## config.mk

```make
export PLATFORM = sky130hd
export DESIGN_NAME = bus_block_copy
export DESIGN_NICKNAME = d
export VERILOG_FILES = /design/src/rtl/bus_block_copy.sv
export SDC_FILE = /design/constraint.sdc
export NUM_CORES = 1
export LEC_CHECK = 0
export CAP_MARGIN = 20
export CORE_ASPECT_RATIO = 1.25
export CORE_MARGIN = 4
export CORE_UTILIZATION = 53
export DETAILED_ROUTE_END_ITERATION = 16
export GPL_TIMING_DRIVEN = 0
export PLACE_DENSITY = 0.81
export SYNTH_ARGS = -nofsm -noshare
export SYNTH_HDL_FRONTEND = slang
export SYNTH_SLANG_ARGS = --single-unit
```

## constraint.sdc

```tcl
create_clock -name iCLK -period 2 [get_ports iCLK]
set_input_delay 0.4 -clock iCLK [delete_from_list [all_inputs] [get_ports iCLK]]
set_output_delay 0.4 -clock iCLK [all_outputs]
set_load 0.1 [all_outputs]
```

## src/rtl/bus_block_copy.sv

```systemverilog
// Bus initiator that copies a run of 16-bit words between byte-addressed regions,
// or fills a region with a constant, one request/acknowledge transaction at a time.
//
// state    | meaning
// ---------+-----------------------------------------------------------
// S_IDLE   | waiting for iStart; operands latched on accept
// S_RD_REQ | one idle bus cycle, then read request at src until iACK
// S_WR_REQ | one idle bus cycle, then write request at dst until iACK
// S_DONE   | oDone pulse with oErr=0, then back to idle
// S_ERR    | oDone pulse with oErr=1 after a request timed out
module bus_block_copy #(
  parameter int ADDR_W  = 20,
  parameter int LEN_W   = 16,
  parameter int TIMEOUT = 1023
) (
  input  logic              iCLK,
  input  logic              iRST,
  input  logic              iStart,
  input  logic              iMode,
  input  logic [ADDR_W-1:0] iSrc_addr,
  input  logic [ADDR_W-1:0] iDst_addr,
  input  logic [LEN_W-1:0]  iLen_words,
  input  logic [15:0]       iFill,
  input  logic              iACK,
  input  logic [15:0]       iData,
  output logic [ADDR_W-1:0] oAddr,
  output logic              oBus_en,
  output logic [1:0]        oByte_en,
  output logic              oRd_Nwr,
  output logic [15:0]       oData,
  output logic              oBusy,
  output logic              oDone,
  output logic              oErr
);

  localparam int TW = (TIMEOUT < 2) ? 1 : $clog2(TIMEOUT);
  localparam logic [TW-1:0]     TMR_LOAD  = TW'(TIMEOUT - 1);
  localparam logic [ADDR_W-1:0] ADDR_STEP = ADDR_W'(2);

  typedef enum logic [2:0] {S_IDLE, S_RD_REQ, S_WR_REQ, S_DONE, S_ERR} state_t;

  state_t             state;
  logic [ADDR_W-1:0]  src_q;
  logic [ADDR_W-1:0]  dst_q;
  logic [LEN_W-1:0]   rem_q;
  logic               mode_q;
  logic [15:0]        fill_q;
  logic [15:0]        data_q;
  logic [TW-1:0]      tmr_q;

  always_ff @(posedge iCLK) begin
    if (iRST) begin
      state    <= S_IDLE;
      src_q    <= '0;
      dst_q    <= '0;
      rem_q    <= '0;
      mode_q   <= 1'b0;
      fill_q   <= '0;
      data_q   <= '0;
      tmr_q    <= '0;
      oAddr    <= '0;
      oBus_en  <= 1'b0;
      oByte_en <= 2'b00;
      oRd_Nwr  <= 1'b0;
      oData    <= '0;
      oBusy    <= 1'b0;
      oDone    <= 1'b0;
      oErr     <= 1'b0;
    end else begin
      case (state)
        S_IDLE: begin
          if (iStart) begin
            src_q  <= iSrc_addr;
            dst_q  <= iDst_addr;
            rem_q  <= iLen_words;
            mode_q <= iMode;
            fill_q <= iFill;
            oBusy  <= 1'b1;
            if (iLen_words == '0) begin
              oDone <= 1'b1;
              state <= S_DONE;
            end else if (iMode) begin
              state <= S_WR_REQ;
            end else begin
              state <= S_RD_REQ;
            end
          end
        end

        // Entering a request state always leaves the bus idle for one cycle first.
        S_RD_REQ: begin
          if (!oBus_en) begin
            oBus_en  <= 1'b1;
            oByte_en <= 2'b11;
            oRd_Nwr  <= 1'b1;
            oAddr    <= src_q;
            tmr_q    <= TMR_LOAD;
          end else if (iACK) begin
            oBus_en  <= 1'b0;
            oByte_en <= 2'b00;
            data_q   <= iData;
            src_q    <= src_q + ADDR_STEP;
            state    <= S_WR_REQ;
          end else if (tmr_q == '0) begin
            oBus_en  <= 1'b0;
            oByte_en <= 2'b00;
            oDone    <= 1'b1;
            oErr     <= 1'b1;
            state    <= S_ERR;
          end else begin
            tmr_q <= tmr_q - TW'(1);
          end
        end

        S_WR_REQ: begin
          if (!oBus_en) begin
            oBus_en  <= 1'b1;
            oByte_en <= 2'b11;
            oRd_Nwr  <= 1'b0;
            oAddr    <= dst_q;
            oData    <= mode_q ? fill_q : data_q;
            tmr_q    <= TMR_LOAD;
          end else if (iACK) begin
            oBus_en  <= 1'b0;
            oByte_en <= 2'b00;
            dst_q    <= dst_q + ADDR_STEP;
            rem_q    <= rem_q - LEN_W'(1);
            if (rem_q == LEN_W'(1)) begin
              oDone <= 1'b1;
              state <= S_DONE;
            end else if (mode_q) begin
              state <= S_WR_REQ;
            end else begin
              state <= S_RD_REQ;
            end
          end else if (tmr_q == '0) begin
            oBus_en  <= 1'b0;
            oByte_en <= 2'b00;
            oDone    <= 1'b1;
            oErr     <= 1'b1;
            state    <= S_ERR;
          end else begin
            tmr_q <= tmr_q - TW'(1);
          end
        end

        S_DONE, S_ERR: begin
          oDone <= 1'b0;
          oErr  <= 1'b0;
          oBusy <= 1'b0;
          state <= S_IDLE;
        end

        default: state <= S_IDLE;
      endcase
    end
  end

endmodule

```

Word-level counts from Yosys, hierarchy flattened
Cells that the tools add are included.
{ "totals": {"regBits": 145, "latchBits": 0, "ramBits": 0, "mem_bits_ro": 0, "input_bits": 93, "output_inout_bits": 43, "elab_cells": 119, "n_memories": 0} }
{ "classes": {"add_sub_neg": 4, "mul": 0, "div": 0, "magnitude_cmp": 0, "n_eq_ne": 21, "shift": 0, "mux": 54, "bitwise": 1, "reduce_logical": 23} }
{ "ops": {"columns": ["operator", "count"], "rows": [
  ["20-bit 2-to-1 mux", 8],
  ["20-bit one-hot mux with 2 select lines", 3],
  ["16-bit 2-to-1 mux", 4],
  ["20-bit by 2-bit adder with 20-bit output, second input constant", 2],
  ["16-bit one-hot mux with 2 select lines", 1],
  ["10-bit 2-to-1 mux", 3],
  ["2-bit != test, second input constant", 12],
  ["3-bit 2-to-1 mux", 6],
  ["1-bit 2-to-1 mux", 17],
  ["16-bit by 1-bit == test with 1-bit output, second input constant", 1],
  ["16-bit logical NOT", 1],
  ["16-bit by 1-bit subtractor with 16-bit output, second input constant", 1],
  ["2-bit 2-to-1 mux", 7],
  ["3-bit AND reduction", 4],
  ["4-bit AND reduction", 3],
  ["10-bit logical NOT", 1],
  ["2-bit nonzero test", 5],
  ["10-bit by 1-bit subtractor with 10-bit output, second input constant", 1],
  ["3-bit one-hot mux with 3 select lines", 1],
  ["2-bit AND reduction", 4],
  ["7-bit AND reduction", 1],
  ["3-bit by 2-bit == test with 1-bit output, second input constant", 2],
  ["1-bit one-hot mux with 2 select lines", 3],
  ["2-bit by 1-bit != test with 1-bit output, second input constant", 2],
  ["other kinds (9)", 10]
]} }

Longest topological paths before layout
{ "depth": {"ltp_word": 5, "mapped_depth": 8, "mapped_depth_nobuf": 7} }

Worst setup path before layout
OpenSTA, ideal clock, no wires.
{ "synth_path": {"path_type": "flip-flop to flip-flop", "start": "reg oBus_en", "end": "reg dst_q[10]", "setup_ns": 0.124, "arrival_time_ns": 2.276, "required_ns": 1.876, "slack_ns": -0.400, "path_stages_with_launch": 8, "period_less_slack_ns": 2.400, "path_cell_list": "dfxtp_1 -> buf_2 -> nand3_1 -> a211o_1 -> buf_2 -> buf_2 -> nor4_1 -> nor3_1"} }
{ "synth_via": {"elab_chain_cells": 2} }
{ "synth_rtl": {"columns": ["element", "line", "source"], "rows": [
  ["start, declared", "27", "output logic oBus_en,"],
  ["start signal, assigned", "62", "oBus_en <= 1'b0;"],
  ["start signal, assigned", "93", "oBus_en <= 1'b1;"],
  ["start signal, assigned", "99", "oBus_en <= 1'b0;"],
  ["2-bit != test (no source line)", null, null],
  ["4-bit AND reduction (no source line)", null, null],
  ["end signal, assigned", "74", "dst_q <= iDst_addr;"],
  ["end signal, assigned", "126", "dst_q <= dst_q + ADDR_STEP;"],
  ["end, declared", "44", "logic [ADDR_W-1:0] dst_q;"]
]} }
Every way passes these cells.
A chain may end at the register's enable or synchronous reset.

Worst setup path after layout
{ "layout_path": {"start": "reg oAddr[9]", "end": "out oAddr[9]"} }
{ "layout_rtl": {"columns": ["element", "line", "source"], "rows": [
  ["start, declared", "26", "output logic [ADDR_W-1:0] oAddr,"],
  ["start signal, assigned", "96", "oAddr <= src_q;"],
  ["start signal, assigned", "120", "oAddr <= dst_q;"]
]} }
No word-level cell between the ends.

==> results.py <==
metrics = {
    "run_status": {
        "status": "complete, no violations",
    },
    "logic_synthesis": {
        "synthCells": 955,
        "ys_warn_count": 0,
        "ys_seq_elements": 144,
        "synth_cell_types": 72,
        "syn_area_mm2": 0.00739,
        "synth_edf_count": 0,
        "synth_flop_cell": "dfxtp_1",
        "async_flop_share_pct": 0,
        "avgSynthCellArea_um2": 7.74,
        "ys_seq_area_share_pct": 39.0,
        "synthesis.nets": 1053,
    },
    "floorplanning": {
        "fp.dieH_um": 140,
        "dieArea_mm2": 0.0159,
        "core.rowCount": 48,
        "core_area_mm2": 0.0138,
        "initial_core_util_pct": 53.8,
        "die_x_um": 114,
        "io_pins": 136,
    },
    "sta": {
        "fmax_ghz": 0.506,
        "worst_pin_slew_ns": 0.950,
        "hold_violations": 0,
        "grt_setup_unrepaired": "yes",
        "slew_headroom_pct": 36.9,
        "setup_violations": 0,
        "fin_crit_ns": 1.98,
        "fin_tns_setup_ns": 0,
        "period_share_pct": 98.8,
        "fin_skew_ns": 0.00586,
        "slew_violations": 0,
    },
    "clock_tree": {
        "clock-sinks": 144,
        "cts_inserted_buffers": 17,
        "clockBufferDepth": 2,
        "postCtsHoldBufs": 0,
        "h-tree-depth": 4,
        "cts_root_buffer": "clkbuf_16",
        "cts.clk_slew.worst_paths_ns": 0.06,
        "cts_tree": "done",
        "clock_latency_ns": 0.43,
    },
    "grt": {
        "met1_usage_pct": 35.6,
        "grt_busiest_layer": "met2",
        "grtUsageTotal_pct": 30.2,
        "antenna_found_initial": 0,
        "grt_overflow": 0,
        "grt_max_degree": 17,
        "grt_pass1_vias": 7595,
        "grt_use_met2_pct": 50.1,
        "grt_pass1_wl_um": 38300,
        "met3_usage_pct": 7.74,
    },
    "placement": {
        "place_hpwl_um": 17600,
        "placed_cell_area_mm2": 0.00894,
        "dp.cells": 1262,
        "numPortBuffers": 132,
        "gp_congestion": 0.956,
    },
    "setup_path": {
        "start_kind": "flip-flop",
        "cp-end-kind": "primary output",
        "path_cells": "clkdlybuf4s15_1",
        "critPathKind": "flip-flop to primary output",
        "crit_buf_inv": 1,
        "crit_arrival_ns": 1.58,
        "slowest_delay_ns": 0.82,
        "cp_top_family": "buffers and inverters",
        "crit_slowest_cell": "clkdlybuf4s15_1",
        "cp_max_fo": 2,
        "worstPathRequired_ns": 1.60,
    },
    "finish": {
        "fin_area_mm2": 0.00968,
        "final_cells": 1293,
        "drive_gt1_share_pct": 14.1,
        "fill_cells": 1137,
        "ff_latch_area_mm2": 0.00289,
        "area_growth_pct": 30.9,
        "multi_input_area_mm2": 0.00414,
        "utilization_pct": 70.4,
        "antenna_cells": 0,
        "layout.nets": 1206,
    },
    "route": {
        "drt-initial-drc-count": 868,
        "antenna_left": 0,
        "wire_per_inst_um": 19.2,
        "drc": 0,
        "drtPass1Iterations": 6,
        "vias": 8006,
        "wl_um": 24800,
        "viasPerCell": 6.19,
    },
    "pwr": {
        "ir_drop_mv": 1.07,
        "power_mw": 11.6,
        "leakagePower_nw": 3.40,
        "power_density_mw_per_mm2": 1200,
    },
    "flow_run": {
        "drv_cap": 0,
    },
    "min_path": {
        "hold_path_class": "primary input to flip-flop",
    },
}
## path summary, 6_finish.rpt
check / from / end / slack, ns / depth (start not counted)
hold / removal: iStart / oBusy / 0.42 / 3
setup / recovery: oAddr[9] / oAddr[9] / 0.02 / 1
hold reg to reg: data_q[2] / data_q[2] / 0.45 / 2
setup reg to reg: dst_q[1] / dst_q[17] / 0.05 / 6
## cell usage after synthesis, drive strengths merged (3+ instances only)
cell type  count  area [um2]
nand4b         4        41.3
o311ai         3        26.3
nor2b          7        43.8
nand2b        11        68.8
o21ai         51         255
buf           32         196
a21oi         95         475
a21boi         4        30.0
o21a           3        22.5
dfxtp        144        2880
nand4         13        81.3
clkbuf        46         203
a311oi        23         201
a211o          4        35.0
or3            6        37.5
nand2        169         634
inv           18        67.6
ha             5        62.6
a211oi        33         253
or4            3        26.3
a22oi         11        82.6
nor2          83         314
a21o           4        30.0
and3           5        31.3
and4           5        43.8
mux2i         19         190
a31oi          7        43.8
nand3         28         140
nor3          26         130
a22o           6        52.6
o32ai          5        43.8
nor4          21         146
o31ai          6        45.0
and2          11        68.8
o22ai          8        50.1
xor2           7        61.3
## cells in the final DEF (no fill, tap or decap), types with 6 or more instances in the layout
| master | count |
|---|---|
| nand3_1 | 26 |
| a22o_1 | 6 |
| a31oi_1 | 7 |
| buf_2 | 12 |
| clkdlybuf4s50_1 | 89 |
| nor2_1 | 80 |
| nand2b_1 | 10 |
| buf_4 | 8 |
| o21ai_1 | 13 |
| clkdlybuf4s15_2 | 33 |
| a21oi_1 | 95 |
| o22ai_1 | 8 |
| o21ai_0 | 37 |
| nor4_1 | 15 |
| nand2_1 | 169 |
| or3_1 | 6 |
| and2_1 | 8 |
| clkbuf_2 | 27 |
| inv_1 | 18 |
| a211oi_1 | 32 |
| a311oi_1 | 23 |
| nor3_1 | 26 |
| nand4_1 | 13 |
| mux2i_1 | 19 |
| clkbuf_16 | 17 |
| xor2_1 | 7 |
| dfxtp_1 | 139 |
| o31ai_1 | 6 |
| clkbuf_1 | 22 |
| a22oi_1 | 11 |
| clkbuf_4 | 9 |
## routing by layer
layer | wire, um | share of wire (%)
met1 | 9430 | 38
met2 | 11700 | 47
met3 | 2480 | 10
met4 | 1190 | 4.8
met5 | 0 | 0
## final cells by class
cell class	instances	share of cell area (%)
inverter	18	0.698
sequential	144	29.9
timing repair buffer	136	14.0
multi-input combinational	715	42.8
buffer	76	4.63
tap	175	2.26
clock inverter	10	1.20
clock buffer	19	4.57
## kinds of logic (layout without fill, tap and decap cells)
family                   after synthesis  in the layout  share of synthesized area, %
multiplexers                          20             20                          2.72
buffers and inverters                 96            259                          6.31
AO/OA/AOI/OAI                        280            280                          24.4
adder cells (fa/ha/maj)                5              5                         0.846
XOR/XNOR                               8              8                         0.948
AND/OR/NAND/NOR                      402            402                          25.8
flip-flops                           144            144                          39.0
## power by group
group          internal (mW)  switching (mW)
Sequential              3.37           0.478
Clock                   1.84            1.24
Combinational           1.41            3.23
Total                   6.62            4.95
## registers in the layout, summed over array words and instances, names as in the netlist, 3 cells and up
name / cells
src_q: 20
state: 3
data_q: 16
rem_q: 16
fill_q: 16
tmr_q: 10
oAddr: 20
dst_q: 20
oData: 16
## what timing repair did
item,CTS,global route
pin swaps,0,1
setup buffers,0,4
endpoints found under the setup margin,86,134
cloned,0,0
resized for setup,129,76
## stage by stage
step | hold WS (ns) | worst slack [ns]
floorplan | 0.436 | 0.0954
global placement | 0.441 | -0.210
detailed placement | 0.448 | -0.220
CTS | 0.422 | 0.000108
global route | 0.431 | -0.0210
finish | 0.417 | 0.0243
Note: power is estimated with default switching activity, not from simulation.
